### src/rtl/mod_n_cascade_counter_pkg.sv
// Shared defaults and direction encoding for the cascaded mod-N counter.
package mod_n_cascade_counter_pkg;

    localparam int unsigned DEF_MOD    = 12;
    localparam int unsigned DEF_DIGITS = 2;

    typedef enum logic {
        DOWN = 1'b0,
        UP   = 1'b1
    } dir_e;

endpackage

### src/rtl/mod_n_digit.sv
// One modulo-MOD digit: load (with out-of-range clamp to 0), or step up/down when enabled.
module mod_n_digit
    import mod_n_cascade_counter_pkg::*;
#(
    parameter int unsigned MOD = DEF_MOD,
    localparam int unsigned W  = $clog2(MOD)
) (
    input  logic         clk,
    input  logic         rst,
    input  logic         step,
    input  logic         up_dn,
    input  logic         load,
    input  logic [W-1:0] d,
    output logic [W-1:0] q,
    output logic         at_term
);

    localparam logic [W-1:0] MAXV = W'(MOD - 1);

    logic [W-1:0] r_q;
    logic         w_d_bad;

    // Widened compare so MOD=256 (not representable in W bits) still works.
    assign w_d_bad = ({1'b0, d} >= (W+1)'(MOD));
    assign at_term = (up_dn == UP) ? (r_q == MAXV) : (r_q == '0);
    assign q       = r_q;

    always_ff @(posedge clk) begin
        if (!rst) begin
            r_q <= '0;
        end else if (load) begin
            r_q <= w_d_bad ? '0 : d;
        end else if (step) begin
            if (up_dn == UP) begin
                r_q <= (r_q == MAXV) ? '0 : r_q + W'(1);
            end else begin
                r_q <= (r_q == '0) ? MAXV : r_q - W'(1);
            end
        end
    end

endmodule

### src/rtl/mod_n_cascade_counter.sv
// Cascaded DIGITS x mod-MOD up/down counter with load, terminal count, wrap and load-error pulses.
module mod_n_cascade_counter
    import mod_n_cascade_counter_pkg::*;
#(
    parameter int unsigned MOD    = DEF_MOD,
    parameter int unsigned DIGITS = DEF_DIGITS,
    localparam int unsigned W     = $clog2(MOD)
) (
    input  logic                clk,
    input  logic                rst,
    input  logic                en,
    input  logic                up_dn,
    input  logic                load,
    input  logic [DIGITS*W-1:0] data_in,
    output logic [DIGITS*W-1:0] count,
    output logic                tc,
    output logic                wrap,
    output logic                load_err
);

    logic [DIGITS:0]   w_chain;
    logic [DIGITS-1:0] w_term;
    logic [DIGITS-1:0] w_bad;
    logic              r_wrap;
    logic              r_load_err;

    // w_chain[i] enables digit i: en AND every lower digit at its terminal value.
    assign w_chain[0] = en;

    genvar g;
    generate
        for (g = 0; g < DIGITS; g++) begin : g_digit
            mod_n_digit #(.MOD(MOD)) u_digit (
                .clk     (clk),
                .rst     (rst),
                .step    (w_chain[g]),
                .up_dn   (up_dn),
                .load    (load),
                .d       (data_in[g*W +: W]),
                .q       (count[g*W +: W]),
                .at_term (w_term[g])
            );
            assign w_chain[g+1] = w_chain[g] & w_term[g];
            assign w_bad[g]     = ({1'b0, data_in[g*W +: W]} >= (W+1)'(MOD));
        end
    endgenerate

    assign tc       = w_chain[DIGITS] & ~load & rst;
    assign wrap     = r_wrap;
    assign load_err = r_load_err;

    always_ff @(posedge clk) begin
        if (!rst) begin
            r_wrap     <= 1'b0;
            r_load_err <= 1'b0;
        end else begin
            r_wrap     <= tc;
            r_load_err <= load & (|w_bad);
        end
    end

endmodule

### config.mk
export PLATFORM = sky130hd
export DESIGN_NAME = mod_n_cascade_counter
export DESIGN_NICKNAME = d
export VERILOG_FILES = /design/src/rtl/mod_n_cascade_counter_pkg.sv /design/src/rtl/mod_n_digit.sv /design/src/rtl/mod_n_cascade_counter.sv
export SDC_FILE = /design/constraint.sdc
export NUM_CORES = 1
export LEC_CHECK = 0
export CORE_MARGIN = 8
export CORE_UTILIZATION = 51
export CTS_BUF_LIST = sky130_fd_sc_hd__clkbuf_8
export CTS_CLUSTER_SIZE = 24
export DETAILED_ROUTE_END_ITERATION = 10
export HOLD_SLACK_MARGIN = 0.08
export PLACE_DENSITY = 0.88
export SLEW_MARGIN = 5
export SYNTH_ARGS = -nofsm -noshare
export SYNTH_HDL_FRONTEND = slang
export SYNTH_SLANG_ARGS = --single-unit
### constraint.sdc
create_clock -name clk -period 3.25 [get_ports clk]
set_input_delay 0.325 -clock clk [delete_from_list [all_inputs] [get_ports clk]]
set_output_delay 0.325 -clock clk [all_outputs]
set_load 0.05 [all_outputs]
Word-level counts from Yosys, hierarchy flattened
Index checks and enable logic that the tools add are counted.
{"block": "word_totals", "register_bits": 10, "inputBits": 13, "out_inout_bits": 11, "elab_cells": 37}
{"block": "op_classes", "add_sub_neg": 4, "n_lt_le_gt_ge": 2, "n_eq_ne": 2, "muxes": 14, "n_bitwise": 6, "reduce_logical": 5}
{"cell": "$mux W4", "count": 12}
{"cell": "$add A4 B1 Y4 const B", "count": 2}
{"cell": "$eq A4 B4 Y1 const B", "count": 2}
{"cell": "$ge A4 B4 Y1 const B", "count": 2}
{"cell": "$logic_not A4 Y1", "count": 2}
{"cell": "$sub A4 B1 Y4 const B", "count": 2}
{"cell": "$and A1 B1 Y1", "count": 5}
{"cell": "$reduce_bool A2 Y1", "count": 2}
{"cell": "$mux W1", "count": 2}
{"cell": "$reduce_or A2 Y1", "count": 1}
{"cell": "$not A1 Y1", "count": 1}

Logic depth before layout (Yosys ltp)
Gate-level depths: netlist of the first run.
{"block": "logic_depth", "word_depth": 6, "ltp_mapped": 6, "mapped_depth_nobuf": 6}

Hierarchy
From an unflattened synthesis of the first run, not the netlist that was laid out.
{"block": "hier_totals", "cells_unflattened": 113, "area_unflattened_um2": 822.0}
{"module": "mod_n_digit at g_digit[1].u_digit", "n_inst": 1, "cells_each": 52, "area_per_inst_um2": 379.1, "seq_area_each_um2": 80.1}
{"module": "mod_n_digit at g_digit[0].u_digit", "n_inst": 1, "cells_each": 52, "area_per_inst_um2": 367.9, "seq_area_each_um2": 80.1}
{"module": "mod_n_cascade_counter", "n_inst": 1, "cells_each": 9, "area_per_inst_um2": 75.1, "seq_area_each_um2": 40.0}

Worst setup path before layout of the first run
No wires, ideal clock.
{"block": "synth_path", "path_type": "register -> output", "start": "reg g_digit[0].u_digit.r_q[0]", "end": "out tc", "arrival_ns": 2.855, "required_ns": 2.925, "setup_slack_ns": 0.070, "stages_incl_launch_ff": 5, "path_buffers": 0, "cell_sequence": "dfxtp_1 -> ha_1 -> and3_1 -> o21ai_2 -> nor4_1"}
{"block": "synth_between", "elab_chain_cells": 6, "elab_cells_between_ends": 7, "classes_between": "1 x eq/ne; 1 x mux; 4 x bitwise; 1 x reduce/logical"}
{"item": "start, declared", "line": "mod_n_digit.sv:20", "rtl": "logic [W-1:0] r_q;"}
{"item": "start signal, assigned", "line": "mod_n_digit.sv:32", "rtl": "r_q <= w_d_bad ? '0 : d;"}
{"item": "start signal, assigned", "line": "mod_n_digit.sv:35", "rtl": "r_q <= (r_q == MAXV) ? '0 : r_q + W'(1);"}
{"item": "start signal, assigned", "line": "mod_n_digit.sv:37", "rtl": "r_q <= (r_q == '0) ? MAXV : r_q - W'(1);"}
{"item": "$eq A4 B4 Y1 / $logic_not A4 Y1 (equally long branches)", "line": "mod_n_digit.sv:25", "rtl": "assign at_term = (up_dn == UP) ? (r_q == MAXV) : (r_q == '0);"}
{"item": "$mux W1 *", "line": "mod_n_digit.sv:25"}
{"item": "$and A1 B1 Y1 * (2 in series)", "line": "mod_n_cascade_counter.sv:43", "rtl": "assign w_chain[g+1] = w_chain[g] & w_term[g];"}
{"item": "$and A1 B1 Y1 * (2 in series)", "line": "mod_n_cascade_counter.sv:48", "rtl": "assign tc = w_chain[DIGITS] & ~load & rst;"}
{"item": "end, declared", "line": "mod_n_cascade_counter.sv:16", "rtl": "output logic tc,"}
Mark *: on every way between the ends. The rest lies on a longest branch, timed or not.

Worst setup path in the final report of the first run
{"block": "layout_path", "start": "in up_dn", "end": "out tc"}
{"block": "layout_between", "elab_chain_cells": 5, "elab_cells_between_ends": 6, "classes_between": "2 x mux; 4 x bitwise"}
{"item": "start, declared", "line": "mod_n_cascade_counter.sv:12", "rtl": "input logic up_dn,"}
{"item": "$mux W1", "line": "mod_n_digit.sv:25"}
{"item": "$and A1 B1 Y1", "line": "mod_n_cascade_counter.sv:43"}
{"item": "$and A1 B1 Y1 *", "line": "mod_n_cascade_counter.sv:43"}
{"item": "$and A1 B1 Y1 * (2 in series)", "line": "mod_n_cascade_counter.sv:48"}
Marks and branches as above.

==> results of run 1 <==
==> kinds of logic (layout without fill, tap and decap cells) <==
family | after synthesis | count (layout)
AOI/OAI and AO/OA | 24 | 24
xor gates and xnor gates | 3 | 3
adders and majority gates | 4 | 4
buffers and inverters | 13 | 33
DFF | 10 | 10
muxes | 5 | 5
and+or+nand+nor | 40 | 40
==> area by class of cell <==
class / instances / area (sq um)
well taps: 16 / 20.0
flip-flops and latches: 10 / 200
inverters: 7 / 26.3
fillers: 114 / 438
clock buffers: 3 / 41.3
multi-input cells: 76 / 536
repair buffers: 23 / 228
==> path summary, 6_finish.rpt <==
| check | end | slack, ns | cells past startpoint |
|---|---|---|---|
| hold reg to reg | g_digit[1].u_digit.q[2] | 0.61 | 2 |
| setup / recovery | tc | 0.97 | 5 |
| hold / removal | g_digit[1].u_digit.q[2] | 0.61 | 2 |
| setup reg to reg | g_digit[1].u_digit.q[2] | 1.49 | 6 |
==> per-layer routing <==
| metal | up-vias | share of wire | GRT usage |
|---|---|---|---|
| met2 | 24 | 0.48 | 0.202 |
| met4 | 0 | 0.011 | 0.0528 |
| met3 | 3 | 0.064 | 0.0502 |
| li1 | 403 | - | - |
| met5 | - | 0 | 0 |
| met1 | 362 | 0.45 | 0.157 |
==> worst reg2reg max path, stage by stage (launching register included) <==
cell and delay, ns:
dfxtp_1 0.38, inv_1 0.09, ha_1 0.20, nor3b_2 0.22, o21ai_2 0.16, or4_1 0.54, o211ai_1 0.10
==> state kept, by name, indices dropped and copies added, names as in the netlist <==
name	flops
g_digit.u_digit.q	8
wrap	1
load_err	1
==> power by group <==
group          internal (uW)  leakage (uW)  switching [uW]
Combinational           56.1      0.000314            66.4
Clock                   81.1     0.0000216            47.8
Sequential               130     0.0000822            14.0
==> cells in the final DEF, fill, tap and decap left out, types with 2 or more instances in the layout <==
| cell | count |
|---|---|
| a21oi_1 | 3 |
| a31oi_1 | 3 |
| and3_1 | 4 |
| clkbuf_8 | 3 |
| clkdlybuf4s50_1 | 22 |
| dfxtp_1 | 10 |
| ha_1 | 4 |
| inv_1 | 7 |
| mux2_2 | 2 |
| mux2i_1 | 2 |
| nand2_1 | 12 |
| nand2b_1 | 4 |
| nand3_1 | 3 |
| nor2_1 | 4 |
| nor2b_1 | 2 |
| nor4_1 | 2 |
| o21ai_0 | 5 |
| o31ai_1 | 2 |
| xnor2_1 | 3 |
==> per-stage QoR <==
| stage | total power, uW | utilization | instance area [sq um] | hold WS (ns) | worst slack, ns |
|---|---|---|---|---|---|
| 2_1_floorplan | 227 | - | 796 | 0.465 | 0.0703 |
| 3_3_place_gp | 265 | 0.678 | 1010 | 0.573 | 1.00 |
| 5_1_grt | 420 | 0.706 | 1050 | 0.648 | 0.802 |
| 4_1_cts | 397 | 0.706 | 1050 | 0.612 | 0.959 |
| 6_report | 396 | 0.706 | 1050 | 0.611 | 0.967 |
| 3_5_place_dp | 269 | 0.678 | 1010 | 0.594 | 0.966 |
==> impl_summary.txt, run 1 <==
----------------------------------------------------
[Synthesis]
  Number of flops mapped to enable cells by yosys ... 0
  Unique masters post-synth ... 41
  Gate Count Post-Synth ... between 90 and 100
  Mean cell area of the mapped netlist ... 8.04 sq um
  Nets in the synthesized netlist ... ~120
  Simple-gate portion of the synthesized area ... 0.280
  Async set or reset register ratio after synthesis ... 0
  Post-synth top flop ... dfxtp_1
  Flip-flop and latch count after synthesis ... 10
  Number of synthesis warnings ... 0
  Synthesized cell area ... ~800 sq um
  Multiplexer area fraction after synthesis ... 0.0865
  Fraction of the mapped netlist area in adder cells ... 0.0629
  Most numerous cell types in the synthesized netlist ... 12 x nand2_1, 10 x dfxtp_1, 7 x inv_1
  Top cell type's share of synthesized area ... 0.252
  Ranking of synthesized cells by area ... dfxtp_1 25%, ha_1 6.3%, nand2_1 5.7%, inv_1 3.3%, mux4_1 3.3%
  Compound-gate portion of the synthesized area ... 0.211
  Combinational family with the most area after synthesis ... simple AND/OR/NAND/NOR gates
  Xor and xnor fraction of the mapped netlist area ... 0.0330
  Sequential area share after synthesis ... 0.252
  Dominant cell type by area after synthesis ... dfxtp_1
  Dominant cell by count in the synthesized netlist ... nand2_1

[Placed design]
  IO buf count ... 23
  Number of cells in the design after placement ... around 130
  HPWL after detailed placement ... 1540 um
  Routability-driven placement congestion ratio ... approximately 0.80

[STA]
  Unrepaired setup endpoints after global routing ... no
  Slew Limit Headroom ... 0.659
  Endpoints failing hold ... 0
  Final max-slew violation count ... 0
  Measured slew at the worst slew-check pin ... approximately 0.5 ns
  TNS Setup ... 0 ns
  Tmin final ... 2.28 ns
  Final critical-path share of the clock period ... 0.702
  Max Fclk ... approximately 440 MHz
  Final setup violation count ... 0
  Post-Route Skew ... approximately 0.0021 ns

[Route]
  Number of vias per cell after detailed routing ... 5.87
  Number of nets with antenna violations after routing ... 0
  Drt total wl ... about 2000 um
  First-pass iteration count of the detailed router ... 4
  Number of DRC markers in iteration 0 ... 21
  Total number of vias ... between 700 and 800
  Number of remaining DRC errors ... 0
  Per-cell routed wire length ... 14.8 um

[Job]
  Max-cap violations ... 0

[Clock network]
  CTS root buf ... clkbuf_8
  Max H-tree Level ... 1
  Cts-stage hold buffer count ... 0
  Post CTS Setup Buffer Count ... 0
  Clock buffer depth ... 2
  Later-pin clock latency in the skew report ... between 0.2 and 0.25 ns
  Clock-pin transition on the worst setup and hold timing paths ... 0.05 ns
  CTS tree ... built
  Number of buffers added by the clock tree synthesis step ... 3
  Number of clock sinks ... 10
  Quantity of gates resized following cts ... 0

[Setup path]
  Buf/Inv on CP ... 2
  Type of the worst setup path ... in -> out
  Worst reg2reg startpoint ... g_digit[0].u_digit.q[0]
  Critical path origin ... up_dn
  Required time of the critical path ... slightly below 3 ns
  Worst-path cell with the longest stage delay ... clkdlybuf4s50_1
  Signal arrival time at the worst endpoint ... slightly below 2 ns
  Worst path max stage delay ... slightly above 0.7 ns
  Cell chain of the critical path ... clkdlybuf4s50_1, and3_1, o21ai_2, nor4_1, buf_4
  Category of cells accounting for the largest share of critical-path delay ... buffers and inverters
  Critical-path maximum fanout ... 12
  Element type at the critical path end ... primary output
  Worst Setup Start Kind ... primary input

[Worst hold path]
  Startpoint of the tightest hold check path ... g_digit[1].u_digit.q[2]
  Hold/Removal Path Class ... reg -> reg

[Cells and area]
  Final layout net count ... between 100 and 150
  Antenna diode count ... 0
  Fraction of final layout cells with drive strength greater than 1 ... 0.0672
  Post-route insts no fill ... 135
  Synth-to-layout area growth ... 32.1%

[Power]
  Largest vdd supply drop ... around 0.26 mV
  Lkg Pwr ... about 0.00042 uW
  Pwr dens ... between 300 and 400 nW/um^2

[Run status]
  Run status ... finished, final reports clean

[Floorplan]
  Starting density of the core ... 0.534
  Core region area ... around 1500 sq um
  Floorplan die height ... between 50 and 60 um
  Die footprint ... between 3000 and 4000 sq um
  Number of core rows ... 14
  IO Pins ... 24
  Die width ... approximately 56 um

[GRT]
  Antenna violations before repair ... 0
  Total Routing Usage GR ... 0.131
  First-pass GRT wire length ... 3380 um
  Maximum number of pins on one net before global-route repair ... 16
  Via count of the first global-routing pass ... 785
  GRT overflow ... 0

----------------------------------------------------
No activity file was read; power rests on OpenSTA's default activity.
==> run 2, diff against run 1 <==
--- a/config.mk
+++ b/config.mk
@@ -6,12 +6,12 @@
 export NUM_CORES = 1
 export LEC_CHECK = 0
 export CORE_MARGIN = 8
-export CORE_UTILIZATION = 51
+export CORE_UTILIZATION = 48
 export CTS_BUF_LIST = sky130_fd_sc_hd__clkbuf_8
 export CTS_CLUSTER_SIZE = 24
 export DETAILED_ROUTE_END_ITERATION = 10
 export HOLD_SLACK_MARGIN = 0.08
-export PLACE_DENSITY = 0.88
+export PLACE_DENSITY = 0.83
 export SLEW_MARGIN = 5
 export SYNTH_ARGS = -nofsm -noshare
 export SYNTH_HDL_FRONTEND = slang
==> constraint.sdc (replaced) <==
create_clock -name clk -period 2.3 [get_ports clk]
set_input_delay 0.23 -clock clk [delete_from_list [all_inputs] [get_ports clk]]
set_output_delay 0.23 -clock clk [all_outputs]
set_load 0.05 [all_outputs]
==> impl_summary.txt, run 2 (synthesis gave the netlist of run 1 again) <==
----------------------------------------------------
[Run status]
  Run status ... finished, final reports clean

[STA]
  Measured slew at the worst slew-check pin ... 0.507 ns
  Tmin final ... around 2.1 ns
  Final max-slew violation count ... 0
  Endpoints failing hold ... 0
  Unrepaired setup endpoints after global routing ... no
  Post-Route Skew ... 0.00799 ns
  Final critical-path share of the clock period ... 0.902
  Slew Limit Headroom ... 0.661
  Final setup violation count ... 0
  TNS Setup ... 0 ns
  Max Fclk ... between 400 and 500 MHz

[Cells and area]
  Flip-flop count of the largest register after layout ... 8
  Final instance area ... approximately 1100 sq um
  Final layout net count ... 141
  FILL cells ... around 130
  Antenna diode count ... 0
  Commonest cells after routing, fill and taps aside ... 22 x clkdlybuf4s50_1, 12 x nand2_1, 10 x dfxtp_1
  Synth-to-layout area growth ... 38.4%
  Commonest non-fill, non-tap cell in the layout ... clkdlybuf4s50_1
  Fraction of final layout cells with drive strength greater than 1 ... 0.0984

[Power]
  Largest vdd supply drop ... around 0.40 mV
  Lkg Pwr ... approximately 0.00044 uW
  Pwr dens ... roughly 520 nW/um^2

[Clock network]
  CTS root buf ... clkbuf_8
  CTS tree ... built
  Clock buffer depth ... 2
  Max H-tree Level ... 1
  Clock-pin transition on the worst setup and hold timing paths ... 0.05 ns
  Later-pin clock latency in the skew report ... 0.24 ns
  Post CTS Setup Buffer Count ... 0
  Number of buffers added by the clock tree synthesis step ... 3
  Number of clock sinks ... 10
  Cts-stage hold buffer count ... 0
  Quantity of gates resized following cts ... 0

[Setup path]
  Worst path max stage delay ... just under 0.5 ns
  Cell chain of the critical path ... inv_1, ha_1, nor3b_2, o21ai_2, nor4_4, buf_12
  Worst reg2reg startpoint ... g_digit[0].u_digit.q[0]
  Reg-to-reg setup timing slack ... approximately 0.51 ns
  Type of the worst setup path ... reg -> out
  Signal arrival time at the worst endpoint ... about 1.8 ns
  Critical path origin ... g_digit[0].u_digit.q[0]
  Worst Setup Start Kind ... flip-flop
  Worst-path cell with the longest stage delay ... dfxtp_1
  Worst setup endpoint ... tc
  Critical-path maximum fanout ... 9
  Length in cells of the worst reg-to-reg path ... 6
  Element type at the critical path end ... primary output
  Required time of the critical path ... 2.07 ns
  Reg-to-reg critical path endpoint ... g_digit[1].u_digit.q[0]

[Floorplan]
  Die footprint ... ~3200 sq um
  Die width ... 56.7 um
  Number of core rows ... 14
  Floorplan die height ... roughly 57 um
  Starting density of the core ... 0.522
  IO Pins ... 24
  Core region area ... 1520 sq um

[GRT]
  Total Routing Usage GR ... 0.125
  First-pass GRT wire length ... 3370 um
  Antenna violations before repair ... 0
  Maximum number of pins on one net before global-route repair ... 15
  GRT overflow ... 0
  Via count of the first global-routing pass ... slightly below 800

[Placed design]
  HPWL after detailed placement ... between 1500 and 2000 um
  IO buf count ... 23
  Cell area reported after detailed placement ... around 1100 sq um
  Routability-driven placement congestion ratio ... ~0.84

[Job]
  Max-cap violations ... 0

[Route]
  Number of nets with antenna violations after routing ... 0
  Drt total wl ... between 1500 and 2000 um
  Number of DRC markers in iteration 0 ... 24
  Total number of vias ... ~800
  First-pass iteration count of the detailed router ... 4
  Number of remaining DRC errors ... 0
  Number of vias per cell after detailed routing ... 5.81
  Per-cell routed wire length ... between 10 and 15 um

[Worst hold path]
  Hold/Removal Path Class ... in -> reg

----------------------------------------------------
==> run 2: power by group <==
part           switching, uW  total [uW]  leakage [uW]  internal [uW]
Sequential              20.0         204     0.0000822            184
Combinational           96.9         180      0.000332           83.4
Clock                   68.0         183     0.0000216            115
==> run 2: layer usage <==
layer  global-route usage  routed length [um]  up-vias
met2                0.191                 902       26
li1                     -                   -      412
met4               0.0687                  31        0
met1                0.147                 894      360
met5                    0                   0        -
met3               0.0427                 130        4
==> run 2: worst max-delay path, delay by kind of cell, from the launching register on <==
family | cells | cell delay (ns)
DFF | 1 | 0.49
buffers and inverters | 2 | 0.25
adders and majority gates | 1 | 0.24
and+or+nand+nor | 2 | 0.27
AOI/OAI and AO/OA | 1 | 0.37
==> run 2: metrics by stage <==
stage / power [uW] / util / worst slack (ns) / hold slack [ns] / cells
2_1_floorplan: 324 / - / 0.0922 / 0.370 / 99
3_3_place_gp: 383 / 0.695 / 0.346 / 0.611 / 135
3_5_place_dp: 388 / 0.695 / 0.322 / 0.642 / 135
4_1_cts: 569 / 0.722 / 0.226 / 0.618 / 138
5_1_grt: 594 / 0.722 / 0.0799 / 0.656 / 138
6_report: 567 / 0.722 / 0.226 / 0.615 / 138
==> run 2: cell type report <==
cell class / instances / area [sq um] / area share
multi-input combinational: 76 / 551 / 0.500
clock buffer: 3 / 41.3 / 0.0375
inverter: 7 / 26.3 / 0.0239
timing repair buffer: 26 / 263 / 0.239
sequential: 10 / 200 / 0.182
tap: 16 / 20.0 / 0.0182
==> run 2: worst min path at each step <==
stage | endpoint | startpoint | slack [ns] | cells past startpoint
after global routing | g_digit[1].u_digit.q[1] | data_in[5] | 0.66 | 3
after CTS | g_digit[1].u_digit.q[1] | data_in[5] | 0.62 | 3
after global placement | g_digit[1].u_digit.q[2] | g_digit[1].u_digit.q[2] | 0.61 | 2
after detailed placement | g_digit[1].u_digit.q[2] | g_digit[1].u_digit.q[2] | 0.64 | 2
after floorplan | load_err | load | 0.37 | 2
final | g_digit[1].u_digit.q[1] | data_in[5] | 0.61 | 3
